## src/rtl/uart_tx_fifo.sv

```systemverilog
// Purpose: byte-wide transmit queue feeding a UART serializer (start, LSB-first data, optional parity, stop bits).
// Latency: a byte accepted into an empty, idle block drives txd low on the next rising edge.
// Backpressure: wr_ready drops while the queue is full; writes presented then are dropped.
//
// Ports:
//   clk, rst_n         single clock, asynchronous active-low reset
//   wr_data/wr_valid   byte to queue and write request (bits above DATA_BITS ignored)
//   wr_ready           queue has room; write happens when wr_valid && wr_ready on a rising edge
//   fifo_level         bytes waiting, not counting the frame currently on the line
//   tx_busy            frame on the line or bytes waiting
//   txd                registered serial output, idle high

// Generic synchronous FIFO. Caller qualifies push (not full) and pop (not empty).
module sync_fifo #(
    parameter int W     = 8,
    parameter int DEPTH = 16
) (
    input  logic                       clk,
    input  logic                       rst_n,
    input  logic                       push,
    input  logic [W-1:0]               din,
    input  logic                       pop,
    output logic [W-1:0]               dout,
    output logic [$clog2(DEPTH):0]     level
);
    localparam int AW = $clog2(DEPTH);
    localparam int LW = AW + 1;

    logic [W-1:0]  mem [DEPTH];
    logic [AW-1:0] wr_ptr;
    logic [AW-1:0] rd_ptr;
    logic [LW-1:0] count;

    // Storage is not reset; only pointers and count define valid contents.
    always_ff @(posedge clk) begin
        if (push) begin
            mem[wr_ptr] <= din;
        end
    end

    // Pointers are exactly AW bits wide, so they wrap modulo DEPTH naturally.
    always_ff @(posedge clk or negedge rst_n) begin
        if (!rst_n) begin
            wr_ptr <= '0;
            rd_ptr <= '0;
            count  <= '0;
        end else begin
            if (push) begin
                wr_ptr <= wr_ptr + AW'(1);
            end
            if (pop) begin
                rd_ptr <= rd_ptr + AW'(1);
            end
            count <= count + LW'(push) - LW'(pop);
        end
    end

    assign dout  = mem[rd_ptr];
    assign level = count;
endmodule

module uart_tx_fifo #(
    parameter int CLKS_PER_BIT = 104,
    parameter int DATA_BITS    = 8,
    parameter int PARITY       = 0,
    parameter int STOP_BITS    = 1,
    parameter int FIFO_DEPTH   = 16
) (
    input  logic                          clk,
    input  logic                          rst_n,
    input  logic [7:0]                    wr_data,
    input  logic                          wr_valid,
    output logic                          wr_ready,
    output logic [$clog2(FIFO_DEPTH):0]   fifo_level,
    output logic                          tx_busy,
    output logic                          txd
);
    localparam int LW = $clog2(FIFO_DEPTH) + 1;
    localparam int CW = (CLKS_PER_BIT > 1) ? $clog2(CLKS_PER_BIT) : 1;
    localparam logic [CW-1:0] BAUD_RELOAD = CW'(CLKS_PER_BIT - 1);
    localparam logic [7:0]    DATA_MASK   = 8'((1 << DATA_BITS) - 1);
    localparam logic [2:0]    LAST_DATA   = 3'(DATA_BITS - 1);
    localparam logic [2:0]    LAST_STOP   = 3'(STOP_BITS - 1);

    typedef enum logic [2:0] {
        IDLE,
        START,
        DATA,
        PAR,
        STOP
    } state_t;

    state_t        state_q, state_d;
    logic [CW-1:0] baud_q, baud_d;
    logic [2:0]    bit_q, bit_d;
    logic [7:0]    shreg_q, shreg_d;
    logic          par_q, par_d;
    logic          txd_q, txd_d;

    logic          push;
    logic          pop;
    logic          start_frame;
    logic          baud_end;
    logic [7:0]    fifo_dout;
    logic [7:0]    head;
    logic [LW-1:0] level;

    // Full queue refuses writes even if a pop happens on the same edge.
    assign wr_ready = (level < LW'(FIFO_DEPTH));
    assign push     = wr_valid && wr_ready;

    sync_fifo #(
        .W     (8),
        .DEPTH (FIFO_DEPTH)
    ) u_fifo (
        .clk   (clk),
        .rst_n (rst_n),
        .push  (push),
        .din   (wr_data),
        .pop   (pop),
        .dout  (fifo_dout),
        .level (level)
    );

    assign head     = fifo_dout & DATA_MASK;
    assign baud_end = (baud_q == '0);

    always_comb begin
        state_d     = state_q;
        baud_d      = baud_q;
        bit_d       = bit_q;
        shreg_d     = shreg_q;
        par_d       = par_q;
        txd_d       = txd_q;
        start_frame = 1'b0;

        case (state_q)
            IDLE: begin
                txd_d = 1'b1;
                if (level != '0) begin
                    start_frame = 1'b1;
                end
            end
            START: begin
                if (baud_end) begin
                    state_d = DATA;
                    baud_d  = BAUD_RELOAD;
                    bit_d   = '0;
                    txd_d   = shreg_q[0];
                    shreg_d = {1'b0, shreg_q[7:1]};
                end else begin
                    baud_d = baud_q - CW'(1);
                end
            end
            DATA: begin
                if (baud_end) begin
                    baud_d = BAUD_RELOAD;
                    if (bit_q == LAST_DATA) begin
                        bit_d = '0;
                        if (PARITY != 0) begin
                            state_d = PAR;
                            txd_d   = par_q;
                        end else begin
                            state_d = STOP;
                            txd_d   = 1'b1;
                        end
                    end else begin
                        bit_d   = bit_q + 3'd1;
                        txd_d   = shreg_q[0];
                        shreg_d = {1'b0, shreg_q[7:1]};
                    end
                end else begin
                    baud_d = baud_q - CW'(1);
                end
            end
            PAR: begin
                if (baud_end) begin
                    state_d = STOP;
                    baud_d  = BAUD_RELOAD;
                    bit_d   = '0;
                    txd_d   = 1'b1;
                end else begin
                    baud_d = baud_q - CW'(1);
                end
            end
            STOP: begin
                if (baud_end) begin
                    if (bit_q == LAST_STOP) begin
                        // Chain straight into the next start bit when bytes are waiting.
                        if (level != '0) begin
                            start_frame = 1'b1;
                        end else begin
                            state_d = IDLE;
                            txd_d   = 1'b1;
                        end
                    end else begin
                        bit_d  = bit_q + 3'd1;
                        baud_d = BAUD_RELOAD;
                    end
                end else begin
                    baud_d = baud_q - CW'(1);
                end
            end
            default: begin
                state_d = IDLE;
                txd_d   = 1'b1;
            end
        endcase

        // Pop the head byte and launch its start bit on this same edge.
        if (start_frame) begin
            state_d = START;
            baud_d  = BAUD_RELOAD;
            bit_d   = '0;
            shreg_d = head;
            // Odd mode inverts the even-parity XOR so data+parity has an odd count of ones.
            par_d   = (^head) ^ (PARITY == 1);
            txd_d   = 1'b0;
        end
    end

    assign pop = start_frame;

    always_ff @(posedge clk or negedge rst_n) begin
        if (!rst_n) begin
            state_q <= IDLE;
            baud_q  <= '0;
            bit_q   <= '0;
            shreg_q <= '0;
            par_q   <= 1'b0;
            txd_q   <= 1'b1;
        end else begin
            state_q <= state_d;
            baud_q  <= baud_d;
            bit_q   <= bit_d;
            shreg_q <= shreg_d;
            par_q   <= par_d;
            txd_q   <= txd_d;
        end
    end

    assign txd        = txd_q;
    assign fifo_level = level;
    assign tx_busy    = (state_q != IDLE) || (level != '0);
endmodule

```

## config.mk

```make
export PLATFORM = sky130hd
export DESIGN_NAME = uart_tx_fifo
export DESIGN_NICKNAME = d
export VERILOG_FILES = /design/src/rtl/uart_tx_fifo.sv
export SDC_FILE = /design/constraint.sdc
export NUM_CORES = 1
export LEC_CHECK = 0
export BUFFER_PORTS_ARGS = -buffer_cell sky130_fd_sc_hd__clkbuf_2
export CORE_ASPECT_RATIO = 0.8
export CORE_MARGIN = 2
export CORE_UTILIZATION = 55
export CTS_BUF_LIST = sky130_fd_sc_hd__clkbuf_16
export CTS_CLUSTER_SIZE = 30
export DETAILED_ROUTE_END_ITERATION = 8
export GPL_TIMING_DRIVEN = 0
export PLACE_DENSITY_LB_ADDON = 0.12
export SYNTH_ARGS = -nofsm -noshare
export SYNTH_HDL_FRONTEND = slang
export SYNTH_SLANG_ARGS = --single-unit
```

## constraint.sdc

```tcl
create_clock -name clk -period 7 [get_ports clk]
set_input_delay 1.05 -clock clk [delete_from_list [all_inputs] [get_ports clk]]
set_output_delay 1.05 -clock clk [all_outputs]
set_load 0.02 [all_outputs]
```

### Word-level counts from Yosys, hierarchy flattened

Memories as Yosys holds them, arrays and structs flattened.
Cells that the tools add are included.

* register bits after elaboration: 35
* memories kept: 1
* bits of input ports: 11
* output and inout port bits: 8
* bits in writable memories: 128
* word-level logic and storage cells: 91

* add/sub/neg operators: 6
* reduce and logical (&&, ||, !) cells: 17
* magnitude comparators: 1
* eq/ne operators: 17
* multiplexer cells: 41

Memory list
* u_fifo.mem: depth 16, bits a word 8, rd ports 1, clocked after Yosys merged registers in 0, wr ports 1, RTL line 29 `logic [W-1:0] mem [DEPTH];`

Operator list (number)
* $mux 3: 14
* $mux 8: 4
* $mux 7: 4
* $ne 3x2->1 const B: 9
* $pmux 8 s2: 1
* $pmux 3 s5: 1
* $pmux 7 s2: 1
* $mux 1: 13
* $pmux 3 s3: 1
* $reduce_bool 3->1: 3
* $add 4x1->4 const B: 2
* $reduce_and 8->1: 1
* $logic_not 7->1: 1
* $sub 7x1->7 const B: 1
* $eq 3x2->1 const B: 2
* $eq 3x3->1 const B: 2
* $logic_not 3->1: 2
* $reduce_and 6->1: 1
* $add 5x1->5: 1
* $lt 5x5->1 const B: 1
* $reduce_and 5->1: 1
* $reduce_bool 5->1: 1
* $sub 5x1->5: 1
* $ne 4x3->1 const B: 1
* 13 further kinds: 13

### Depth between registers and ports, before layout

Gate-level depths: netlist of the first run.

* depth in word-level cells: 7
* gate-level depth with buffers: 17
* gate-level depth less buffers: 15

### Cells and area by module

From an unflattened synthesis of the first run, not the netlist that was laid out.

* cell total of the unflattened synthesis: 430
* area, all modules: 7055.5 um^2

By module, submodules not included
* sync_fifo: times used 1, cells each 281, area an instance 5665.4 um^2, seq. area each 4169.0 um^2
* uart_tx_fifo: times used 1, cells each 149, area an instance 1390.1 um^2, seq. area each 551.8 um^2

### Least setup slack after synthesis of the first run

Ideal clock, no wire load.

* path type: reg-to-reg
* start point: register baud_q[0]
* end point: register u_fifo.count[4] (netlist: u_fifo.level[4])
* path buffers: 2
* data arrival time: 2.886 ns
* setup time: 0.125 ns
* clock period less this slack: 3.011 ns
* path slack: 3.989 ns
* cell stages (with the launch flop): 18
* data required time: 6.875 ns
* cells stage by stage: dfrtp_1 > inv_1 > ha_1 > or4b_1 > buf_2 > o41ai_4 > and2_1 > buf_4 > nand2b_1 > nand2_1 > ha_1 > inv_1 > fa_1 > inv_1 > a21oi_1 > nor2_1 > nor2_1 > xnor2_1

* longest elaborated chain between the ends: 4

Ends and longest elaborated chain
* from (decl): RTL line 94 `logic [CW-1:0] baud_q, baud_d;`
* from (signal assigned): RTL line 234 `baud_q <= baud_d;`
* $logic_not 7->1: RTL line 126 `assign baud_end = (baud_q == '0);`
* $mux 1: RTL line 187 `if (baud_end) begin`
* $pmux 1 s2: RTL line 137 `case (state_q)`
* $sub 5x1->5: RTL line 54 `count <= count + LW'(push) - LW'(pop);`
* to (signal assigned): RTL line 54
* to (decl): RTL line 32 `logic [LW-1:0] count;`

Every way passes these cells.
A chain may end at the register's enable or synchronous reset.

### Final worst setup path of the first run

Ends and elaborated chain as after synthesis.

==> results of run 1 <==
power by group through the flow:
stage                     clock network, mW  logic (mW)  registers (mW)
after floorplan                           0       0.182            1.19
after global routing                  0.824       0.326            1.17
after global placement                    0       0.274            1.17
after CTS                             0.785       0.285            1.16
after detailed placement                  0       0.284            1.18
final                                 0.773       0.284            1.16
routing by layer:
metal  part of all wire, %  GRT usage (%)  up-vias
li1                      -              -     1661
met1                    48          33.32     1913
met2                    46          29.97       87
met3                   4.8          5.269        9
met4                  0.69          5.124        0
met5                     0              0        -
area by class of cell:
class,count,area (sq um)
Clock inverter,15,63.81
Sequential cell,163,4721
Buffer,18,76.32
Timing Repair Buffer,20,102.6
Clock buffer,17,425.4
Fill cell,900,4527
Inverter,14,52.55
Multi-Input combinational cell,209,2003
Tap cell,152,190.2
per-stage QoR:
| step | cell area (sq um) | setup WS [ps] | hold slack [ps] |
|---|---|---|---|
| 2_1_floorplan | 6843 | 3989 | 440.4 |
| 3_3_place_gp | 7123 | 3564 | 464.6 |
| 3_5_place_dp | 7133 | 3635 | 463.3 |
| 4_1_cts | 7622 | 3641 | 470.5 |
| 5_1_grt | 7635 | 3353 | 521.2 |
| 6_report | 7635 | 3653 | 471.5 |
registers in the layout (all words and copies together), names as in the netlist, 3 cells and up:
register,cells
baud_q,7
bit_q,3
shreg_q,8
state_q,3
u_fifo.level,5
u_fifo.mem,128
u_fifo.rd_ptr,4
u_fifo.wr_ptr,4
worst register-to-register path, cell delays in order, from the launching register on:
cell and delay (ps):
dfrtp_1 390, inv_1 90, ha_1 200, or4b_1 430, buf_2 180, o41ai_4 410, and2_1 190, buf_4 160
nand2b_1 110, nand2_1 80, ha_1 160, inv_1 60, fa_1 400, inv_1 70, a21oi_1 50, nor2_1 80
nor2_1 60, xnor2_1 110
logic make-up after synthesis:
group,count (synthesis),share of synthesized area (%)
xor+xnor,10,1.280
compound gates,43,4.809
fa+ha+maj,15,2.852
simple gates,89,6.656
buf+inv,32,1.883
mux,52,13.53
flops,163,68.99
worst max path at each step:
stage               from          endpoint  slack (ps)  cells after the start
4_1_cts        baud_q[0]   u_fifo.level[4]        3640                     17
2_1_floorplan  baud_q[0]   u_fifo.level[4]        3990                     17
6_report       baud_q[0]   u_fifo.level[4]        3650                     17
3_3_place_gp    wr_valid  u_fifo.mem[3][2]        3560                      5
3_5_place_dp    wr_valid  u_fifo.mem[0][2]        3630                      5
5_1_grt        baud_q[0]   u_fifo.level[4]        3350                     17
cell usage in the layout (no fill, tap or decap), types with 2 or more instances in the layout:
| cell | netlist | final |
|---|---|---|
| edfxtp_1 | 128 | 128 |
| dfrtp_1 | 34 | 34 |
| mux4_2 | 32 | 32 |
| nand2_1 | 23 | 23 |
| nor2_1 | 22 | 22 |
| inv_1 | 14 | 20 |
| clkbuf_2 | 0 | 18 |
| clkbuf_16 | 0 | 17 |
| mux2i_1 | 16 | 16 |
| ha_1 | 14 | 14 |
| clkbuf_1 | 13 | 13 |
| nand2b_1 | 11 | 11 |
| xnor2_1 | 9 | 9 |
| o22ai_1 | 8 | 8 |
| a21oi_1 | 7 | 7 |
| o21ai_0 | 6 | 6 |
| a221o_1 | 6 | 6 |
| buf_2 | 4 | 5 |
| clkinv_1 | 0 | 5 |
| mux2_2 | 4 | 4 |
| nand3_1 | 4 | 4 |
| and2_1 | 3 | 3 |
| nor3_2 | 1 | 3 |
| nor3_1 | 5 | 3 |
| and3_1 | 3 | 3 |
| o41ai_1 | 3 | 3 |
| clkinv_2 | 0 | 3 |
| nor2b_1 | 2 | 2 |
| a21o_1 | 2 | 2 |
| or3_1 | 2 | 2 |
| nand3b_1 | 2 | 2 |
| nor4_1 | 2 | 2 |
| nand4_1 | 2 | 2 |
==> run metrics, run 1 <==
total number of vias 3,670; synth top area cells edfxtp_1, dfrtp_1, mux4_2; Worst slew margin 33.22%; Max Slew Vio Count 0; drt drc 0; ys flop type edfxtp_1; WL/cell 21.63 um; Worst setup EP type flop; die width 128.7 um; Ant. Diodes 0; Hold Fails Final Rpt 0; Hold Buf Count CTS 0; internal reg-to-reg setup slack 3650 ps; CP Cell Sequence inv_1 > ha_1 > or4b_1 > buf_2 > o41ai_4 > and2_1 > buf_4 > nand2b_1 > nand2_1 > ha_1 > inv_1 > fa_1 > inv_1 > a21oi_1 > nor2_1 > nor2_1 > xnor2_1; WL final 13.15 mm; Pre-antenna DRT Iters 4; Crit path top cell by count inv_1; clk buf depth 2; power density over the cells 290.1 nW/um^2; CTS clk-pin slew, worst paths 60 ps; Max Cap Viol 0; Async S/R FF share, synth 21.47%; Synth area leader edfxtp_1; Cell variety after synth 51; #FFs+latches synth 163; CP peak stage delay 430 ps; first-pass GRT wire length 20.44 mm; area grow syn2layout 11.57%; Hold Path End baud_q[0]; Leak Pwr 2.671 nW; Syn Area/Cell 16.94 sq um; Post-synth EDFFs 128; synthesized instance count 404; Syn Nets 430; status finished, final reports clean; worst vdd ir 291.7 uV; CP required 7300 ps; CTS tree yes; Hold Crit Class flop to flop; Setup TNS 0 ps; Port Buffers 18; layout cells sized above 1 20.39%; hold path cells 1; depth of the CTS H-tree 4; r2r worst-path depth 17; GRT overflow 0; Post-CTS Setup Bufs 0; crit start category flop; RSZ-0062 raised after global routing false; commonest cells in the netlist edfxtp_1, dfrtp_1, mux4_2; nets 469; ANT nets after route 0; final worst-path cycle share 47.81%; initial core utilization 56.27%; Int Pwr 1.665 mW; worst-path fanout max 7; Final Core Density 62.78%; clock share of power 34.9%; post-synth top area share 56.17%; die area 13,360 sq um; Gate power share 12.8%; Crit path max-delay family simple AND/OR/NAND/NOR gates; # clock sinks 163; Die Ht 103.8 um; Ports 19; Buf/Inv on CP 5; fmax 0.2988 GHz; GRT Total Usage 21.12%; placed instance count 575; Root Buffer clkbuf_16; number of CTS-inserted buffers 17; Hold Path Origin baud_q[0]; switching share of power 24.85%; reg2reg end u_fifo.level[4]; routability cong. 0.8012; core area 12,160 sq um; post-synthesis sequential area ratio 68.99%; total power 2.215 mW; Yosys warnings 0; FP Rows 36; Cell Area, Synth 6843 sq um; count leader, synth edfxtp_1; vias in the first global route 3,623; minimum clock period 3347 ps; slew of the pin with the lowest slew margin 998.0 ps; initial antenna violation count 0; post-CTS sizing 0; routed vias/inst 6.036; Final Skew 6.130 ps; Flop pwr share 52.3%; critical path's slowest cell or4b_1; reg2reg start baud_q[0]; Worst-Skew Late Latency 410 ps; critical path class flop to flop; Net Sw Power 0.5504 mW; Finished Layout Cells 608; WP data arrival 3640 ps; DRT iter0 DRCs 446; Detail Placement HPWL 8.735 mm; largest net degree at the start of global routing 36; Setup violations, final 0
Power figures use the tool's default switching activity.
==> run 2: changes to the inputs <==
- clock period: 7 -> 3 ns (I/O delays scaled with it)
==> run 2 against run 1 <==
  * Flip-flop and latch count did not move
  * Via count rose by 0.79%
  * Largest power group unchanged
  * Sequential share of layout area fell by 2.1 points
  * Highest routed layer unchanged
  * Register-to-register slack got worse by 3500 ps
  * Design area rose by 3.6%
==> run metrics, run 2 (synthesis results as in run 1) <==
Root Buffer clkbuf_16; CTS tree yes; WP data arrival 3150 ps (-490 ps); area grow syn2layout 15.54%; Worst setup EP type flop; fillers 863 (-4.1%); WL/cell 21.83 um (+0.92%); worst-path fanout max 2 (-5); CTS clk-pin slew, worst paths 60 ps (about the same); initial antenna violation count 0 (unchanged); layout cells sized above 1 25.38% (+5.0 points); critical path class flop to flop; ANT nets after route 0 (unchanged); slew of the pin with the lowest slew margin 1007 ps (+8.986 ps); worst vdd ir 464.6 uV (+59%); Die Ht 103.8 um (unchanged); # clock sinks 163 (unchanged); initial core utilization 56.27% (unchanged); Ant. Diodes 0 (unchanged); routed vias/inst 5.995 (-0.68%); Worst-Skew Late Latency 420 ps (about the same); CP Cell Sequence inv_2 > ha_4 > or4b_4 > o41ai_4 > and2_4 > buf_6 > nand2b_4 > nand2_4 > ha_4 > inv_2 > fa_2 > inv_1 > a21oi_1 > nor2_1 > nor2_2 > xnor2_1; status finished, final reports clean; most frequent cells in the layout edfxtp_1, dfrtp_1, mux4_2; minimum clock period 2832 ps (-514.5 ps); routability cong. 0.8090 (+0.97%); vias in the first global route 3,675 (+1.4%); Setup TNS 0 ps (unchanged); Max Cap Viol 0 (unchanged); fmax 0.3531 GHz (+18%); FP Rows 36 (unchanged); CP peak stage delay 500 ps (+70 ps); Setup violations, final 0 (unchanged); reg2reg start baud_q[0]; Pre-antenna DRT Iters 5 (+1); DP Worst Slack -281.4 ps (-3916 ps); DRT iter0 DRCs 414 (-7.2%); nets 478 (+1.9%); Max Slew Vio Count 0 (unchanged); CP startpoint baud_q[0]; Detail Placement HPWL 8.836 mm (+1.2%); Final Cell Area 7906 sq um (+3.6%); final setup margin 167.7 ps (-3486 ps); number of CTS-inserted buffers 17 (unchanged); biggest regs u_fifo.mem: 128 flops, shreg_q: 8 flops, baud_q: 7 flops; drt drc 0 (unchanged); most common cell after layout, fill and taps aside edfxtp_1; DP Area 7143 sq um (+0.14%); GRT overflow 0 (unchanged); Final Skew 7.681 ps (+1.551 ps); die area 13,360 sq um (unchanged); die width 128.7 um (unchanged); max reg flops 128 (unchanged); largest reg by FF count u_fifo.mem; power density over the cells 721.3 nW/um^2 (+150%); Hold Fails Final Rpt 0 (unchanged); GRT Total Usage 22.02% (+0.90 points); Port Buffers 18 (unchanged); crit start category flop; final worst-path cycle share 94.41% (+47 points); Hold Buf Count CTS 0 (unchanged); first-pass GRT wire length 21.04 mm (+2.9%); Worst slew margin 32.62% (-0.60 points); WL final 13.47 mm (+2.4%); Ports 19 (unchanged); Leak Pwr 2.763 nW (+3.4%); core area 12,160 sq um (unchanged); CP required 3310 ps (-3990 ps); largest net degree at the start of global routing 36 (unchanged); depth of the CTS H-tree 4 (unchanged); total number of vias 3,699 (+0.79%); clk buf depth 2 (unchanged); Hold Crit Class input pin to asynchronous set/reset pin; critical path's slowest cell or4b_4
run 2: cell types whose count changed in the layout (fill, tap and decap cells not counted), sizes merged:
cell      change
buf          +10
bufinv        +5
clkbuf        -1
clkinv        -2
clkinvlp      +1
inv           -4
run 2: routing by layer:
metal | vias up | global-route usage (%) | wire (um)
li1 | 1680 | - | -
met1 | 1892 | 34.70 | 6288
met2 | 109 | 30.05 | 6183
met3 | 18 | 6.147 | 839
met4 | 0 | 6.832 | 160
met5 | - | 0 | 0
run 2: final cells by class:
cell class              instances  area [sq um]  area share, %
plain buffers                  17         75.07         0.9495
flip-flops and latches        163          4721          59.71
clock buffers                  17         425.4          5.381
clock inverters                15         196.4          2.485
well taps                     152         190.2          2.405
repair buffers                 30         175.2          2.216
multi-input cells             209          2071          26.19
inverters                      14         52.55         0.6647
run 2: metrics by stage:
step / utilization [%] / power, mW / cells / hold slack, ps
after global placement: 58.57 / 3.384 / 574 / 464.7
after global routing: 65.01 / 5.939 / 617 / 228.1
final: 65.01 / 5.703 / 617 / 154.0
after floorplan: - / 3.196 / 404 / 154.4
after detailed placement: 58.73 / 3.417 / 576 / 478.3
after CTS: 64.76 / 5.716 / 617 / 185.3
run 2: where the power goes:
group | total (mW) | internal, mW | switching (mW)
clock | 2.28 | 1.45 | 0.828
combinational | 0.714 | 0.280 | 0.434
sequential | 2.71 | 2.62 | 0.0885
total | 5.70 | 4.35 | 1.35
run 2: critical path, delay by kind of cell (launching register included):
kind	cells	cell delay, ps
AND/OR/NAND/NOR	6	1010
XOR/XNOR	1	110
buffers and inverters	4	290
AO/OA/AOI/OAI	2	330
flip-flops	1	400
adder cells (fa/ha/maj)	3	590
run 2: worst paths after layout:
path,end,slack [ps],cells after the start
max,u_fifo.level[4],170,16
min,u_fifo.level[2],150,1
max reg2reg,u_fifo.level[4],170,16
min reg2reg,shreg_q[0],530,1
max in group asynchronous,baud_q[4],2270,1
min in group clk,u_fifo.mem[1][7],460,1
run 2: what timing repair did:
item | in CTS | in global routing
gates resized for setup | 12 | 8
endpoints found under the setup margin | 3 | 6
setup buffers | 9 | 1
pin swaps | 8 | 5
